[src/rtl/sub_array_loader.sv]
// sub_array_loader
//   Assembles a stream of elements into a ROWS x COLS array.
//   Elements fill two regions:
//     region A: rows 0..SUB_ROWS-1, column-major (row advances fastest)
//     region B: rows SUB_ROWS..ROWS-1, column-major
//   When the array is complete it is presented on out with out_valid until
//   the consumer takes it (out_ready). Then the next fill starts.
//
// Ports
//   clk        sole clock, rising edge
//   rst        synchronous active-high reset (clears storage as well)
//   in_data    one element per accepted transfer
//   in_valid   in_data is valid
//   in_ready   block accepts an element (high while filling)
//   flush      abort current fill, restart at element 0 (storage kept)
//   out        assembled array, registered
//   out_valid  out holds a complete array
//   out_ready  consumer takes the array
//   fill_count elements accepted in the current fill
module sub_array_loader #(
  parameter int BIT_WIDTH = 4,
  parameter int ROWS      = 8,
  parameter int COLS      = 8,
  parameter int SUB_ROWS  = 4
) (
  input  logic                              clk,
  input  logic                              rst,
  input  logic [BIT_WIDTH-1:0]              in_data,
  input  logic                              in_valid,
  output logic                              in_ready,
  input  logic                              flush,
  output logic [BIT_WIDTH-1:0]              out [ROWS][COLS],
  output logic                              out_valid,
  input  logic                              out_ready,
  output logic [$clog2(ROWS*COLS+1)-1:0]    fill_count
);

  localparam int RW  = (ROWS > 1) ? $clog2(ROWS) : 1;
  localparam int CW  = (COLS > 1) ? $clog2(COLS) : 1;
  localparam int FCW = $clog2(ROWS*COLS+1);

  localparam logic [FCW-1:0] LAST_K      = FCW'(ROWS*COLS-1);
  localparam logic [RW-1:0]  A_ROW_LAST  = RW'(SUB_ROWS-1);
  // Only meaningful when region B exists; kept in range otherwise.
  localparam logic [RW-1:0]  B_ROW_FIRST = RW'((SUB_ROWS < ROWS) ? SUB_ROWS : 0);
  localparam logic [RW-1:0]  B_ROW_LAST  = RW'(ROWS-1);
  localparam logic [CW-1:0]  COL_LAST    = CW'(COLS-1);

  typedef enum logic {FILL, FULL} state_t;

  state_t          state_reg;
  logic [RW-1:0]   row_reg;
  logic [CW-1:0]   col_reg;
  logic            region_b_reg;
  logic [FCW-1:0]  fill_count_reg;
  logic            in_ready_reg;
  logic            out_valid_reg;

  logic            accept;
  logic            row_wrap;

  // flush kills a same-cycle transfer; in_ready_reg is low in FULL.
  assign accept   = in_valid && in_ready_reg && !flush;
  assign row_wrap = region_b_reg ? (row_reg == B_ROW_LAST) : (row_reg == A_ROW_LAST);

  assign in_ready   = in_ready_reg;
  assign out_valid  = out_valid_reg;
  assign fill_count = fill_count_reg;

  // Control FSM and write-address counters.
  always_ff @(posedge clk) begin
    if (rst || flush) begin
      state_reg      <= FILL;
      row_reg        <= '0;
      col_reg        <= '0;
      region_b_reg   <= 1'b0;
      fill_count_reg <= '0;
      in_ready_reg   <= 1'b1;
      out_valid_reg  <= 1'b0;
    end else begin
      case (state_reg)
        FILL: begin
          if (accept) begin
            fill_count_reg <= fill_count_reg + 1'b1;
            if (fill_count_reg == LAST_K) begin
              // Final element written this cycle; present array next cycle.
              state_reg     <= FULL;
              in_ready_reg  <= 1'b0;
              out_valid_reg <= 1'b1;
              row_reg       <= '0;
              col_reg       <= '0;
              region_b_reg  <= 1'b0;
            end else if (!row_wrap) begin
              row_reg <= row_reg + 1'b1;
            end else if (!region_b_reg && col_reg == COL_LAST) begin
              // End of region A: continue at the top-left of region B.
              region_b_reg <= 1'b1;
              row_reg      <= B_ROW_FIRST;
              col_reg      <= '0;
            end else begin
              row_reg <= region_b_reg ? B_ROW_FIRST : '0;
              col_reg <= col_reg + 1'b1;
            end
          end
        end
        FULL: begin
          if (out_ready) begin
            state_reg      <= FILL;
            fill_count_reg <= '0;
            in_ready_reg   <= 1'b1;
            out_valid_reg  <= 1'b0;
          end
        end
        default: begin
          state_reg <= FILL;
        end
      endcase
    end
  end

  // Array storage: written at the counter address, cleared only by reset.
  always_ff @(posedge clk) begin
    if (rst) begin
      for (int r = 0; r < ROWS; r++) begin
        for (int c = 0; c < COLS; c++) begin
          out[r][c] <= '0;
        end
      end
    end else if (accept) begin
      out[row_reg][col_reg] <= in_data;
    end
  end

endmodule

[config.mk]
export PLATFORM = sky130hd
export DESIGN_NAME = sub_array_loader
export DESIGN_NICKNAME = d
export VERILOG_FILES = /design/src/rtl/sub_array_loader.sv
export SDC_FILE = /design/constraint.sdc
export NUM_CORES = 1
export LEC_CHECK = 0
export ABC_AREA = 1
export CORE_MARGIN = 1
export CORE_UTILIZATION = 35
export CTS_CLUSTER_DIAMETER = 100
export CTS_CLUSTER_SIZE = 20
export DETAILED_ROUTE_END_ITERATION = 8
export PLACE_DENSITY = 0.69
export SLEW_MARGIN = 20
export SYNTH_ARGS = -nofsm -noshare
export SYNTH_HDL_FRONTEND = slang
export SYNTH_SLANG_ARGS = --single-unit
[constraint.sdc]
create_clock -name clk -period 1.59 [get_ports clk]
set_input_delay 0.2385 -clock clk [delete_from_list [all_inputs] [get_ports clk]]
set_output_delay 0.2385 -clock clk [all_outputs]
set_load 0.01 [all_outputs]
==> results of run 1 <==
-- cell usage in the layout (no fill, tap or decap), types with 14 or more instances in the layout --
cell type	Yosys	layout
sky130_fd_sc_hd__nand4_1	79	79
sky130_fd_sc_hd__dlygate4sd2_1	0	265
sky130_fd_sc_hd__nor2_2	6	26
sky130_fd_sc_hd__buf_12	0	29
sky130_fd_sc_hd__buf_4	7	82
sky130_fd_sc_hd__dfxtp_1	273	263
sky130_fd_sc_hd__nand3_1	176	165
sky130_fd_sc_hd__nand3_2	3	14
sky130_fd_sc_hd__inv_1	58	54
sky130_fd_sc_hd__nor2_1	371	346
sky130_fd_sc_hd__clkbuf_16	0	18
sky130_fd_sc_hd__a21oi_1	112	112
sky130_fd_sc_hd__nand2_1	354	342
-- critical path, stage by stage, from the launching register on --
cell,delay [ps]
sky130_fd_sc_hd__dfxtp_4,380
sky130_fd_sc_hd__nand2_2,60
sky130_fd_sc_hd__nor2_4,230
sky130_fd_sc_hd__buf_6,150
sky130_fd_sc_hd__nand2_4,60
sky130_fd_sc_hd__nor2_2,120
sky130_fd_sc_hd__buf_6,140
sky130_fd_sc_hd__buf_12,110
sky130_fd_sc_hd__nand3_1,60
sky130_fd_sc_hd__nand2_1,70
sky130_fd_sc_hd__nor2_1,40
-- cell families (layout without fill, tap and decap cells) --
kind of cell | Yosys count | after routing | synth area share (%)
AO/OA/AOI/OAI | 121 | 121 | 5.48
buffers and inverters | 175 | 477 | 6.60
flip-flops | 273 | 273 | 49.1
AND/OR/NAND/NOR | 999 | 999 | 38.3
adder cells (fa/ha/maj) | 4 | 4 | 0.450
-- power by group through the flow --
stage / Sequential (W) / Combinational, W / Clock, W
floorplan: 0.00702 / 0.000385 / 0
CTS: 0.00685 / 0.000680 / 0.00448
global route: 0.00685 / 0.000767 / 0.00472
global placement: 0.00701 / 0.000681 / 0
finish: 0.00685 / 0.000710 / 0.00435
detailed placement: 0.00702 / 0.000686 / 0
-- through the flow --
stage | hold slack (ps) | util, % | TNS, ps | cells | cell area [um^2]
2_1_floorplan | 421 | - | 0 | 1572 | 11100
3_3_place_gp | 447 | 48.8 | -70030 | 2247 | 15100
3_5_place_dp | 454 | 48.8 | -74590 | 2247 | 15100
4_1_cts | 196 | 49.4 | 0 | 2268 | 15300
5_1_grt | 218 | 50.1 | -596 | 2270 | 15500
6_report | 192 | 50.1 | 0 | 2270 | 15500
-- routing by layer --
layer	track usage, %	wire length, um	vias up
li1	-	-	5663
met1	27.3	15800	5245
met2	38.6	17300	402
met3	6.08	3190	62
met4	6.19	1060	0
met5	0	0	-
-- worst max-delay path by stage --
stage,start,to,slack [ps],depth (start not counted)
6_report,in_ready,out[73],80,10
5_1_grt,in_ready,out[44],-40,9
4_1_cts,col_reg[2],out[133],10,6
3_5_place_dp,flush,out[111],-450,8
3_3_place_gp,flush,out[206],-410,8
2_1_floorplan,in_ready,out[140],160,8
-- cell type report --
class	instances	area share, %
clock buffers	19	2.93
clock inverters	2	0.0889
inverters	66	1.63
multi-input cells	1124	33.0
flip-flops and latches	273	35.4
well taps	396	3.20
repair buffers	390	23.8
-- repair_timing --
item / in CTS / in global routing
hold endpoints to repair: 0 / 0
buffers inserted: 0 / 1
endpoints found under the setup margin: 330 / 219
pin swaps: 1 / 4
gates resized for setup: 286 / 54
cloned: 0 / 1
==> results by stage, run 1 <==
Timing:
- At the pin with the least slew margin, the transition time is 426 ps.
- Setup slack on the critical path of the routed design comes to 76.5 ps.
- The total count of hold-check failures in the final report is 0.
- The highest attainable clock frequency is 661 MHz.
- The final critical-path required period is 1510 ps.
- Setup violations remaining at the end of the flow were counted as 0.
- The worst clock skew on the final layout is 16.2 ps.
- The final number of max-transition violations is 0.
- The part of the cycle the worst path needs is 95.2%.
- Setup repair after global routing could not meet its margin everywhere.
- The worst max-slew margin expressed relative to the limit is 71.6%.

Die:
- The number of rows in the core area is 64.
- The die is 180 um tall.
- The floorplan step set the die width to 180 um.
- The area of the die is 32500 um^2.
- The initial core utilization is 36.0%.
- 274 I/O pins were placed.
- The core region is 30900 um^2.

Logic synthesis:
- The cell accounting for the most synthesized area is sky130_fd_sc_hd__dfxtp_1.
- Of the post-synthesis cell area, the dominant cell type holds 49.1%.
- Synthesis produced a netlist whose cell count is 1572.
- Each instance of the synthesized netlist takes up on average 7.08 um^2.
- Summing the sequential cell areas from Yosys gives 49.1% of the chip area.
- The number of nets in the synthesized netlist is 1585.
- The synthesized netlist contains 25 unique library cells.
- The count of synthesis-stage warnings from yosys is 0.
- The commonest cells after synthesis are sky130_fd_sc_hd__nor2_1, sky130_fd_sc_hd__nand2_1, sky130_fd_sc_hd__dfxtp_1.
- The leading register cell type out of synthesis is sky130_fd_sc_hd__dfxtp_1.
- The summed instance area of the synthesized netlist is 11100 um^2.
- The number of enable flip-flop cells after synthesis is 0.
- Counting flops and latches in the post-synthesis netlist gives 273.
- The fraction of synthesis flops using an asynchronous set or reset pin is 0%.
- The most numerous cell in the Yosys netlist is sky130_fd_sc_hd__nor2_1.
- In the post-synthesis netlist, the biggest area contributors are sky130_fd_sc_hd__dfxtp_1, sky130_fd_sc_hd__nor2_1, sky130_fd_sc_hd__nand2_1, sky130_fd_sc_hd__nand3_1, sky130_fd_sc_hd__a21oi_1.

Pwr:
- In this run the static leakage power is 7.22 nW.
- Net switching is 23.6% of the power.
- The power density over cell area is 769 nW/um^2.
- The internal power component is 0.00910 W.
- The combinational share of power is 6.0%.
- Power comes to 0.0119 W.
- The clock network fraction of design power is 36.5%.
- In this run, flip-flops and latches consume 57.5% of the power.
- The worst supply voltage drop on vdd is 767 uV.
- The power dissipated by switching net loads is 0.00281 W.

Worst setup path:
- STA classifies the critical path endpoint as a register.
- The worst endpoint required time is 2000 ps.
- STA classifies the critical path startpoint as a register.
- The critical register-to-register path endpoint is out[73].
- The critical path in this run is classified as register to register.
- The flop-to-flop setup slack is 80 ps.
- The maximum fanout count along the critical path is 8.
- For the worst flop-to-flop path, the logic depth is 10.
- The source of the worst register-to-register timing path is in_ready.
- The data arrival time of the critical path is 1920 ps.

Global route:
- The number of global-route vias before repair was 10600.
- For this run the aggregate overflow at the end of global routing stands at 0.
- Entering global routing, the biggest net connects 74 pins.
- Global routing used 22.4% of the available tracks across all layers.
- The first global-routing pass estimated 58.5 mm of wire.
- The number of antenna violations at the first check in global routing was 0.

Run status:
- The flow ran to the end, and the final reports show no timing, DRC or antenna violations.

Clock network:
- In this run, post-CTS hold repair placed 0 buffers.
- In this run the number of H-tree levels came out at 1.
- The TritonCTS buffer count is 17.
- The clock tree from TritonCTS is done.
- The maximum count of clock buffers along a single path is 3.
- Clock latency on the worst-skew pair, taken at its later pin, is 510 ps.
- The cell sitting at the root of the clock tree is a sky130_fd_sc_hd__clkbuf_16.
- The total number of clock tree sinks is 273.
- Clock-pin slew was measured on the worst setup and hold paths at 80 ps.

Routing:
- The post-route DRC violation count is 0.
- The iteration count of the initial detailed-routing pass is 5.
- The post-detailed-routing wire length is 37.3 mm.
- The iteration-0 DRC count of the detailed router is 794.
- Once detail routing completed, the nets flagged for antenna violations numbered 0.
- In the final routed layout, each cell accounts on average for 16.4 um.
- The total via count after detailed routing is 11400.
- The via density per instance is 5.01.

Min path:
- The worst hold path terminates at in_ready.
- The worst hold path passes through 5 cells.
- In this run the worst hold path is classified as input port to register.
- In this run the most critical hold path is launched from rst.

Finish:
- After filler insertion, the fill cell instance count of the layout stands at 3091.
- The sequential cell area is 5480 um^2.
- Compared with the post-synthesis result, the final layout area differs by 39.2%.
- The diode insertion count for antenna repair is 0.
- Of the cells placed in the final design, the portion with a size suffix greater than 1 is 12.0%.
- The multi-input combinational cells in the finished layout cover a total of 5110 um^2.
- The flip-flop count of the largest register, all copies and words added is 256.
- The number of nets in the finished design is 1885.

Place:
- The worst slack at placement is -448 ps.
- At the end of routability-driven placement, the weighted congestion stood at 0.831.
- The wire-length estimate of the detail-placed layout is 26.1 mm.
- Port buffering added 273 buffers.

Run:
- Max-cap violations in this run came to 0.
Note: power is estimated with default switching activity, not from simulation.
==> inputs of run 2 (changes only) <==
SETUP_SLACK_MARGIN = 0.4   (was default)
==> results by stage, run 2 (synthesized netlist as in run 1, its figures left out) <==
Run status:
- The flow ran to the end, and the final reports show no timing, DRC or antenna violations.

Global route:
- The global-route wire length before repair is 57.8 mm.
- Across every metal layer, demand over resource in global routing totals 22.1%.
- Entering global routing, the biggest net connects 101 pins.
- Global routing finished with a remaining overflow of 0.
- The number of global-route vias before repair is 10700.
- The number of antenna violations at the first check in global routing came to 0.

Clock network:
- The TritonCTS buffer count is 17.
- After clock tree synthesis, the flow added hold-fix buffers numbering 0.
- CTS saw 273 sinks.
- The maximum count of clock buffers along a single path is 3.
- The H-tree depth reported by CTS is 1.
- After clock tree synthesis, the clock-pin slew on the worst setup and hold paths is 80 ps.
- The clock root buffer is sky130_fd_sc_hd__clkbuf_16.
- TritonCTS built the clock tree.
- For the worst-skew pair, the clock arrives at the later sink with an insertion delay of 510 ps.

Pwr:
- Internal power comes to 0.00910 W.
- Summed over all cells, the static leakage comes to 7.54 nW.
- The power dissipated by switching net loads is 0.00287 W.
- The combinational share of power is 7.3%.
- The power density over cell area is 689 nW/um^2.
- The clock network fraction of design power is 35.6%.
- The switching share of total power is 24.0%.
- The sequential share of power is 57.1%.
- IR analysis of the VDD net gives a maximum drop of 541 uV.
- After layout, the design draws a total of 0.0120 W.

Worst setup path:
- The startpoint type of the worst setup path is a register.
- The critical register-to-register path endpoint is out[17].
- The data arrival time of the critical path is 1940 ps.
- The worst register-to-register path has a depth of 11.
- Walking the worst path, the cells encountered are nand2_4 -> nor2_4 -> buf_12 -> buf_6 -> nand2_8 -> nor2_4 -> buf_12 -> clkbuf_16 -> nand3_2 -> nand2_1 -> nor2_1.
- The worst register-to-register path begins at in_ready.
- The delay contributed by the slowest stage of the critical path is 380 ps.
- The critical path is of the register to register type.
- The cell with the biggest individual delay on the critical path is sky130_fd_sc_hd__dfxtp_4.
- STA classifies the critical path endpoint as a register.
- The maximum fanout count along the critical path is 5.
- In this run the register-to-register setup slack is 50 ps.
- At the worst endpoint, the required time is 1990 ps.

Routing:
- The via density per instance is 5.11.
- After detailed routing, the number of remaining DRC violations is 0.
- The average wire per cell in the routed design is 17.1 um.
- The routed design has 39.8 mm of wire.
- Once detail routing completed, the nets flagged for antenna violations numbered 0.
- The routed layout has 11900 vias.
- The pre-antenna-repair detailed-routing pass consisted of 5 iterations.
- The iteration-0 DRC count of the detailed router is 1051.

Timing:
- The total count of hold-check failures in the final report is 0.
- The worst clock skew on the final layout is 13.5 ps.
- At the pin with the least slew margin, the transition time is 489 ps.
- Setup slack closes at 47.3 ps.
- For the finished layout, the period the worst path requires is 1540 ps.
- The total setup violations reported at the end of the flow is 0.
- The highest attainable clock frequency is 648 MHz.
- The final number of max-transition violations is 0.
- The worst max-slew margin expressed relative to the limit is 67.4%.
- Dividing the final minimum period by the clock period gives 97.0%.
- The setup TNS after final layout is 0 ps.
- Setup repair after global routing could not meet its margin everywhere.

Finish:
- Registers take 5660 um^2.
- In the final layout, the multi-input gates occupy 5690 um^2.
- The fill cell total of the finished layout is 2826.
- The flip-flop count of the largest register, all copies and words added is 256.
- In the layout the commonest cells are sky130_fd_sc_hd__nor2_1, sky130_fd_sc_hd__nand2_1, sky130_fd_sc_hd__buf_6, sky130_fd_sc_hd__dfxtp_1, sky130_fd_sc_hd__dlygate4sd2_1.
- Once layout is complete, the utilization of the core stands at 56.2%.
- The fraction of final layout cells with drive strength greater than 1 is 32.1%.
- The library cell used most frequently in the layout, excluding fill and tap cells, is sky130_fd_sc_hd__nor2_1.
- The final layout contains 1947 nets.
- The final non-filler cell total is 2331.
- The diode insertion count for antenna repair is 0.
- Compared with the post-synthesis result, the final layout area differs by 56.2%.

Min path:
- The path with the worst hold slack has its endpoint at in_ready.
- The worst hold path begins at rst.
- The path class of the tightest hold or removal check is input port to register.
- The hold-critical path depth is 5.

Place:
- The HPWL after detailed placement is 25.7 mm.
- The number of port buffers is 273.
- At the end of routability-driven placement, the weighted congestion stood at 0.826.
- After detailed placement, the design holds a cell count of 2241.
- OpenSTA, run right after detailed placement, puts the worst setup slack at -452 ps.

Run:
- Across the run, the number of max-cap violations was 0.

Die:
- The number of rows in the core area is 64.
- The die covers 32500 um^2.
- The floorplan core area is 30900 um^2.
- From left edge to right edge, the die measures 180 um.
- The initial core utilization is 36.0%.
- The I/O pin count is 274.
- The floorplan step set the die height to 180 um.
run 2: power groups by stage:
stage / Clock, W / Combinational, W / Sequential [W]
floorplan: 0 / 0.000400 / 0.00701
global placement: 0 / 0.000676 / 0.00701
detailed placement: 0 / 0.000684 / 0.00701
CTS: 0.00434 / 0.000693 / 0.00684
global route: 0.00463 / 0.000934 / 0.00684
finish: 0.00426 / 0.000876 / 0.00684
run 2: worst max-delay path, delay by kind of cell (launching register included):
family / cells / cell delay, ps
and+or+nand+nor: 7 / 520
buffers and inverters: 4 / 530
DFF: 1 / 380
run 2: final cells by class:
class                           count  share of cell area (%)
Timing Repair Buffer              452                    27.8
Sequential cell                   273                    32.6
Tap cell                          396                    2.85
Inverter                           66                    1.55
Multi-Input combinational cell   1124                    32.7
Clock buffer                       19                    2.49
Clock inverter                      1                  0.0504
run 2: timing repair:
action | 4_1_cts | 5_1_grt
setup endpoints to repair | 537 | 538
cloned | 0 | 16
setup buffers | 21 | 33
pin swaps | 7 | 67
resized for setup | 947 | 190
run 2: metal layers:
metal	vias up	track usage [%]	wire length (um)
met5	-	0	0
met4	0	6.80	1140
met3	75	4.59	3120
met2	463	38.0	18900
met1	5577	27.7	16600
li1	5804	-	-
run 2: worst max-delay path by stage:
stage,start,to,slack (ps)
finish,in_ready,out[17],50
global route,row_reg[1],out[124],-10
CTS,row_reg[0],out[128],80
detailed placement,in_valid,out[21],-450
global placement,in_valid,out[20],-410
floorplan,in_ready,out[112],260
run 2: through the flow:
stage                     area (um^2)  hold WS (ps)
after floorplan                 11400           421
after global placement          15100           447
after detailed placement        15100           455
after CTS                       16000           139
after global routing            17400           163
final                           17400           148
